$ cat src/rtl/mmio_io_ctrl.sv
// mmio_io_ctrl
// Memory-mapped I/O controller for the CPU I/O side. It serves N_SW debounced
// switch channels and N_LED LED channels, each DATA_W bits wide. Each LED
// channel has an optional blink mode, and a sticky switch-change status
// register records which switch channels have changed.
//
// Ports
//   clock     CPU clock; all state updates on the rising edge
//   rst       asynchronous reset, active low
//   addr      byte address from the ALU result
//   io_read   I/O read strobe
//   io_write  I/O write strobe
//   wdata     write data; only the low DATA_W bits are used
//   rdata     combinational read data, zero-extended to 32 bits
//   sw_in     raw switch pins; channel i is at [i*DATA_W +: DATA_W]
//   led_out   LED pins; same packing as sw_in
//
// Register map (offset from ADDR_BASE; addr[1:0] is ignored)
//   0x00+4i   SW_DATA[i]   RO  debounced switch value
//   0x40+4i   LED_DATA[i]  RW
//   0x80+4i   LED_CTRL[i]  RW  bit0 = blink enable
//   0xC0      SW_STAT      RO  bit i = channel i changed; reading clears it
module mmio_io_ctrl #(
    parameter int          DATA_W     = 16,
    parameter int          N_SW       = 2,
    parameter int          N_LED      = 2,
    parameter int          DEB_CYCLES = 20000,
    parameter int          BLINK_DIV  = 2500000,
    parameter logic [31:0] ADDR_BASE  = 32'hFFFFFC00
) (
    input  logic                    clock,
    input  logic                    rst,
    input  logic [31:0]             addr,
    input  logic                    io_read,
    input  logic                    io_write,
    input  logic [31:0]             wdata,
    output logic [31:0]             rdata,
    input  logic [N_SW*DATA_W-1:0]  sw_in,
    output logic [N_LED*DATA_W-1:0] led_out
);

    localparam int DEB_W = $clog2(DEB_CYCLES);
    localparam int BLK_W = $clog2(BLINK_DIV);

    logic       hit;
    logic [1:0] region;
    logic [3:0] idx;
    logic       rd_en;
    logic       wr_en;
    logic       stat_rd;

    assign hit     = (addr[31:8] == ADDR_BASE[31:8]);
    assign region  = addr[7:6];
    assign idx     = addr[5:2];
    assign rd_en   = io_read & hit;
    assign wr_en   = io_write & hit;
    assign stat_rd = rd_en && (region == 2'd3) && (idx == 4'd0);

    logic unused_bits;
    assign unused_bits = ^{addr[1:0], wdata};

    // Switch path
    logic [DATA_W-1:0] sw_meta   [N_SW];
    logic [DATA_W-1:0] sw_sync   [N_SW];
    logic [DATA_W-1:0] sw_stable [N_SW];
    logic [DEB_W-1:0]  deb_cnt   [N_SW];
    logic [N_SW-1:0]   sw_stat;
    logic [N_SW-1:0]   stat_set;

    // A channel is accepted when it has differed from the stable value for
    // DEB_CYCLES consecutive cycles. The counter does not restart when the
    // mismatch pattern changes; it restarts only when the value returns to
    // equality with the stable value.
    always_comb begin
        stat_set = '0;
        for (int i = 0; i < N_SW; i++) begin
            stat_set[i] = (sw_sync[i] != sw_stable[i]) &&
                          (deb_cnt[i] == DEB_W'(DEB_CYCLES - 1));
        end
    end

    always_ff @(posedge clock or negedge rst) begin
        if (!rst) begin
            for (int i = 0; i < N_SW; i++) begin
                sw_meta[i]   <= '0;
                sw_sync[i]   <= '0;
                sw_stable[i] <= '0;
                deb_cnt[i]   <= '0;
            end
            sw_stat <= '0;
        end else begin
            for (int i = 0; i < N_SW; i++) begin
                sw_meta[i] <= sw_in[i*DATA_W +: DATA_W];
                sw_sync[i] <= sw_meta[i];
                if (sw_sync[i] != sw_stable[i]) begin
                    if (stat_set[i]) begin
                        sw_stable[i] <= sw_sync[i];
                        deb_cnt[i]   <= '0;
                    end else begin
                        deb_cnt[i] <= deb_cnt[i] + DEB_W'(1);
                    end
                end else begin
                    deb_cnt[i] <= '0;
                end
            end
            // A status read clears the register, but a bit being set on the
            // same edge still survives.
            sw_stat <= (stat_rd ? '0 : sw_stat) | stat_set;
        end
    end

    // LED registers
    logic [DATA_W-1:0] led_data [N_LED];
    logic [N_LED-1:0]  blink_en;

    always_ff @(posedge clock or negedge rst) begin
        if (!rst) begin
            for (int i = 0; i < N_LED; i++) begin
                led_data[i] <= '0;
            end
            blink_en <= '0;
        end else if (wr_en) begin
            for (int i = 0; i < N_LED; i++) begin
                if (idx == 4'(i)) begin
                    if (region == 2'd1) begin
                        led_data[i] <= wdata[DATA_W-1:0];
                    end
                    if (region == 2'd2) begin
                        blink_en[i] <= wdata[0];
                    end
                end
            end
        end
    end

    // One shared blink prescaler. It runs freely and is not affected by
    // LED_CTRL writes.
    logic [BLK_W-1:0] blk_cnt;
    logic             phase;

    always_ff @(posedge clock or negedge rst) begin
        if (!rst) begin
            blk_cnt <= '0;
            phase   <= 1'b0;
        end else if (blk_cnt == BLK_W'(BLINK_DIV - 1)) begin
            blk_cnt <= '0;
            phase   <= ~phase;
        end else begin
            blk_cnt <= blk_cnt + BLK_W'(1);
        end
    end

    for (genvar g = 0; g < N_LED; g++) begin : g_led
        assign led_out[g*DATA_W +: DATA_W] =
            (blink_en[g] && !phase) ? '0 : led_data[g];
    end

    // Read mux
    always_comb begin
        rdata = '0;
        if (rd_en) begin
            case (region)
                2'd0: begin
                    for (int i = 0; i < N_SW; i++) begin
                        if (idx == 4'(i)) rdata[DATA_W-1:0] = sw_stable[i];
                    end
                end
                2'd1: begin
                    for (int i = 0; i < N_LED; i++) begin
                        if (idx == 4'(i)) rdata[DATA_W-1:0] = led_data[i];
                    end
                end
                2'd2: begin
                    for (int i = 0; i < N_LED; i++) begin
                        if (idx == 4'(i)) rdata[0] = blink_en[i];
                    end
                end
                default: begin
                    if (idx == 4'd0) rdata[N_SW-1:0] = sw_stat;
                end
            endcase
        end
    end

endmodule

$ cat config.mk
export PLATFORM = sky130hd
export DESIGN_NAME = mmio_io_ctrl
export DESIGN_NICKNAME = d
export VERILOG_FILES = /design/src/rtl/mmio_io_ctrl.sv
export SDC_FILE = /design/constraint.sdc
export NUM_CORES = 1
export LEC_CHECK = 0
export CAP_MARGIN = 20
export CORE_MARGIN = 10
export CORE_UTILIZATION = 57
export CTS_BUF_LIST = sky130_fd_sc_hd__clkbuf_8
export CTS_CLUSTER_DIAMETER = 150
export DETAILED_ROUTE_END_ITERATION = 7
export PLACE_DENSITY = 0.95
export SYNTH_ARGS = -nofsm -noshare
export SYNTH_HDL_FRONTEND = slang
export SYNTH_SLANG_ARGS = --single-unit
$ cat constraint.sdc
create_clock -name clock -period 5.1 [get_ports clock]
set_input_delay 1.02 -clock clock [delete_from_list [all_inputs] [get_ports clock]]
set_output_delay 1.02 -clock clock [all_outputs]
set_load 0.01 [all_outputs]
==> key figures, run 1 <==
Route
  • Routed vias: about 5.3k
  • Routed wire length: about 18 mm
  • Initial DRC Count: about 500
  • Via density per instance: about 5.4
  • Drt drc: 0
  • Routed len/inst: 18.06 um
  • TritonRoute pass-1 iters: 5
  • ANT nets after route: 0

Place
  • Placed Cells: 952
  • Post-DP HPWL: between 10 and 15 mm
  • RePlAce Congestion: around 0.8
  • Number of buffers added on ports: roughly 130
  • Area post-placement: ~9500 um2

Timing
  • Achievable frequency: 226.6 MHz
  • Final Critical Period: 4414 ps
  • Final Hold Slack: between 300 and 400 ps
  • RSZ-0062 raised after global routing: no
  • Worst slew pin tran: 903.8 ps
  • Final Skew: around 9.8 ps
  • Slew headroom: between 30% and 40%
  • Fin crit share: between 80% and 90%
  • Final setup viols: 0
  • Max-slew violation count: 0
  • Setup TNS: 0 ps
  • Fin. Hold Viols: 0

Floorplanning
  • Die X: between 100 and 150 um
  • Core box area: roughly 14,000 um2
  • Row count: between 40 and 50
  • Die ar.: 19,260 um2
  • Die height: about 140 um
  • IO Pins: ~160
  • Initial Utilization: between 50 and 60%

GRT
  • Vias in the first global route: 5,529
  • Total track usage: ~18%
  • First-pass GRT wire length: 28.92 mm
  • Grt total ovfl: 0
  • Largest net degree at the start of global routing: around 100
  • Initial antenna violation count: 0

Power
  • Leak: approximately 4.4 nW
  • Flop pwr share: 57.0%
  • P per Cell Area: approximately 280 nW/um2
  • Clock power frac: a little over a third
  • Sw Ratio: approximately 25%
  • Worst VDD drop: 189.5 uV
  • Comb power frac: around 6.4%
  • Internal power: 0.002066 W
  • Net Sw Power: approximately 0.00068 W

Cells and area
  • N_diodes: 0
  • Commonest non-fill, non-tap cells in the layout: dfrtp_1 (185), clkdlybuf4s50_1 (128), mux2_2 (69), nor2_1 (56), xnor2_1 (54)
  • Leading cell type in the layout, fill and taps excluded: dfrtp_1
  • Fillers: roughly 890
  • Area growth syn-to-layout: 22.97%
  • Share of layout cells above drive strength 1: about 17%
  • Non-filler cells in the finished layout: slightly below 1k
  • Final nets: about 890
  • Final Core Density: a little under three quarters
  • Final instance area: about 9900 um2

Clock network
  • Cts hold-fix bufs: 0
  • Clock Latency Late Sink: approximately 460 ps
  • TritonCTS clock tree: built
  • H-tree lvl count: 4
  • Num CTS Buffers: 17
  • Clock tree buffer depth: 2
  • Root Driver: clkbuf_8
  • Post-CTS Setup Repair Bufs: 0
  • Resized Gates After CTS: 0
  • Clock-pin slew on the worst setup and hold paths: 100 ps
  • Clk sinks: approximately 190

Critical path
  • Worst reg-to-reg setup slack: about 2700 ps
  • Crit path max fanout: 15
  • Worst path arrival time: 3390 ps
  • Kind of critical path: in -> out
  • CP required: slightly above 4000 ps
  • CP endpoint kind: primary output
  • CP startpoint kind: input pin

Synth
  • Yosys top cell by area: dfrtp_1
  • Number of flops mapped to enable cells by yosys: 0
  • Yosys top cell area share: 57.55%
  • Synthesis warning total: 0
  • Syn_area_per_cell: 12.30 um2
  • Synth area leaders: dfrtp_1 (58%), mux2_2 (9.7%), xnor2_1 (5.9%)
  • Register area share after synthesis: 57.55%
  • Post-synth ARST share: 100.0%
  • Register bit total from synthesis: 185
  • Post-synth top flop: dfrtp_1
  • Syn Inst Count: about 650
  • Synthesized area: 8044 um2
  • Number of distinct library cells after synthesis: 47

Hold path
  • Worst min-delay path category: reg -> reg

Run
  • Number of max-cap violations: 0

Outcome
  • Outcome: complete, no violations
[cells by family (layout without fill, tap and decap cells)]
kind of cell	count (synthesis)	in the layout	synth area share (%)
and+or+nand+nor	219	219	15.10
DFF	185	185	57.55
muxes	82	82	11.90
xor gates and xnor gates	76	76	8.275
buffers and inverters	47	182	3.329
AOI/OAI and AO/OA	41	41	3.329
adders and majority gates	3	3	0.4667
other	1	16	0.04662
[final cells by class]
class	count	area (um2)	share of cell area (%)
Clock inverter	15	181.4	1.834
Clock buffer	17	234.0	2.365
Timing Repair Buffer	139	1378	13.93
Sequential cell	185	4629	46.80
Tap cell	180	225.2	2.277
Multi-Input combinational cell	437	3203	32.38
Inverter	11	41.29	0.4174
[worst max-delay path: stages]
cell and delay (ps):
clkdlybuf4s50_1 450, or3_4 430, or2_4 270, nor2_8 270
a221oi_1 150, nor3_1 200, clkdlybuf4s50_1 600
[per-stage QoR]
step,setup slack (ps),power [W]
4_1_cts,719.0,0.002770
3_3_place_gp,734.4,0.001760
3_5_place_dp,725.7,0.001769
5_1_grt,619.2,0.002850
2_1_floorplan,1640,0.001658
6_report,686.0,0.002747
[power groups by stage]
stage	registers, W	clock network [W]	logic, W
detailed placement	0.00159	0	0.000176
floorplan	0.00158	0	0.0000764
global route	0.00157	0.00108	0.000195
CTS	0.00157	0.00103	0.000178
finish	0.00157	0.00101	0.000176
global placement	0.00159	0	0.000170
[metal layers]
metal,GRT usage [%],wire [um]
met5,0,0
met1,22.68,7379
met3,5.240,1191
met4,5.382,288
met2,30.53,8916
[synthesized netlist by cell type, drive strengths merged, types with 14 or more instances]
| master | n |
|---|---|
| dfrtp | 185 |
| mux2 | 79 |
| nor2 | 59 |
| xnor2 | 54 |
| and2 | 32 |
| buf | 30 |
| nand2 | 29 |
| nand4 | 22 |
| xor2 | 22 |
| nand3 | 21 |
| a22oi | 15 |
| a21oi | 14 |
[final timing paths]
kind | from | endpoint | cells past startpoint
hold reg to reg | sw_meta[15] | sw_sync[15] | 0
setup / recovery | addr[3] | rdata[7] | 7
hold / removal | sw_meta[15] | sw_sync[15] | 0
min in group asynchronous | rst | led_data[21] | 1
max in group asynchronous | rst | blk_cnt[5] | 2
setup reg to reg | deb_cnt[15] | sw_stable[28] | 6
[state kept, by name, summed over array words and instances (netlist names)]
| signal | cells |
|---|---|
| sw_meta | 32 |
| blk_cnt | 22 |
| sw_stable | 32 |
| sw_sync | 32 |
| phase | 1 |
| blink_en | 2 |
| sw_stat | 2 |
| led_data | 32 |
| deb_cnt | 30 |
(Power assumes the default switching activity.)
==> inputs of run 2 (changes only) <==
Settings changed: SKIP_CTS_REPAIR_TIMING set to 1.
==> results of run 2 <==
The final DEF is identical to that of run 1; final timing and power are the same.
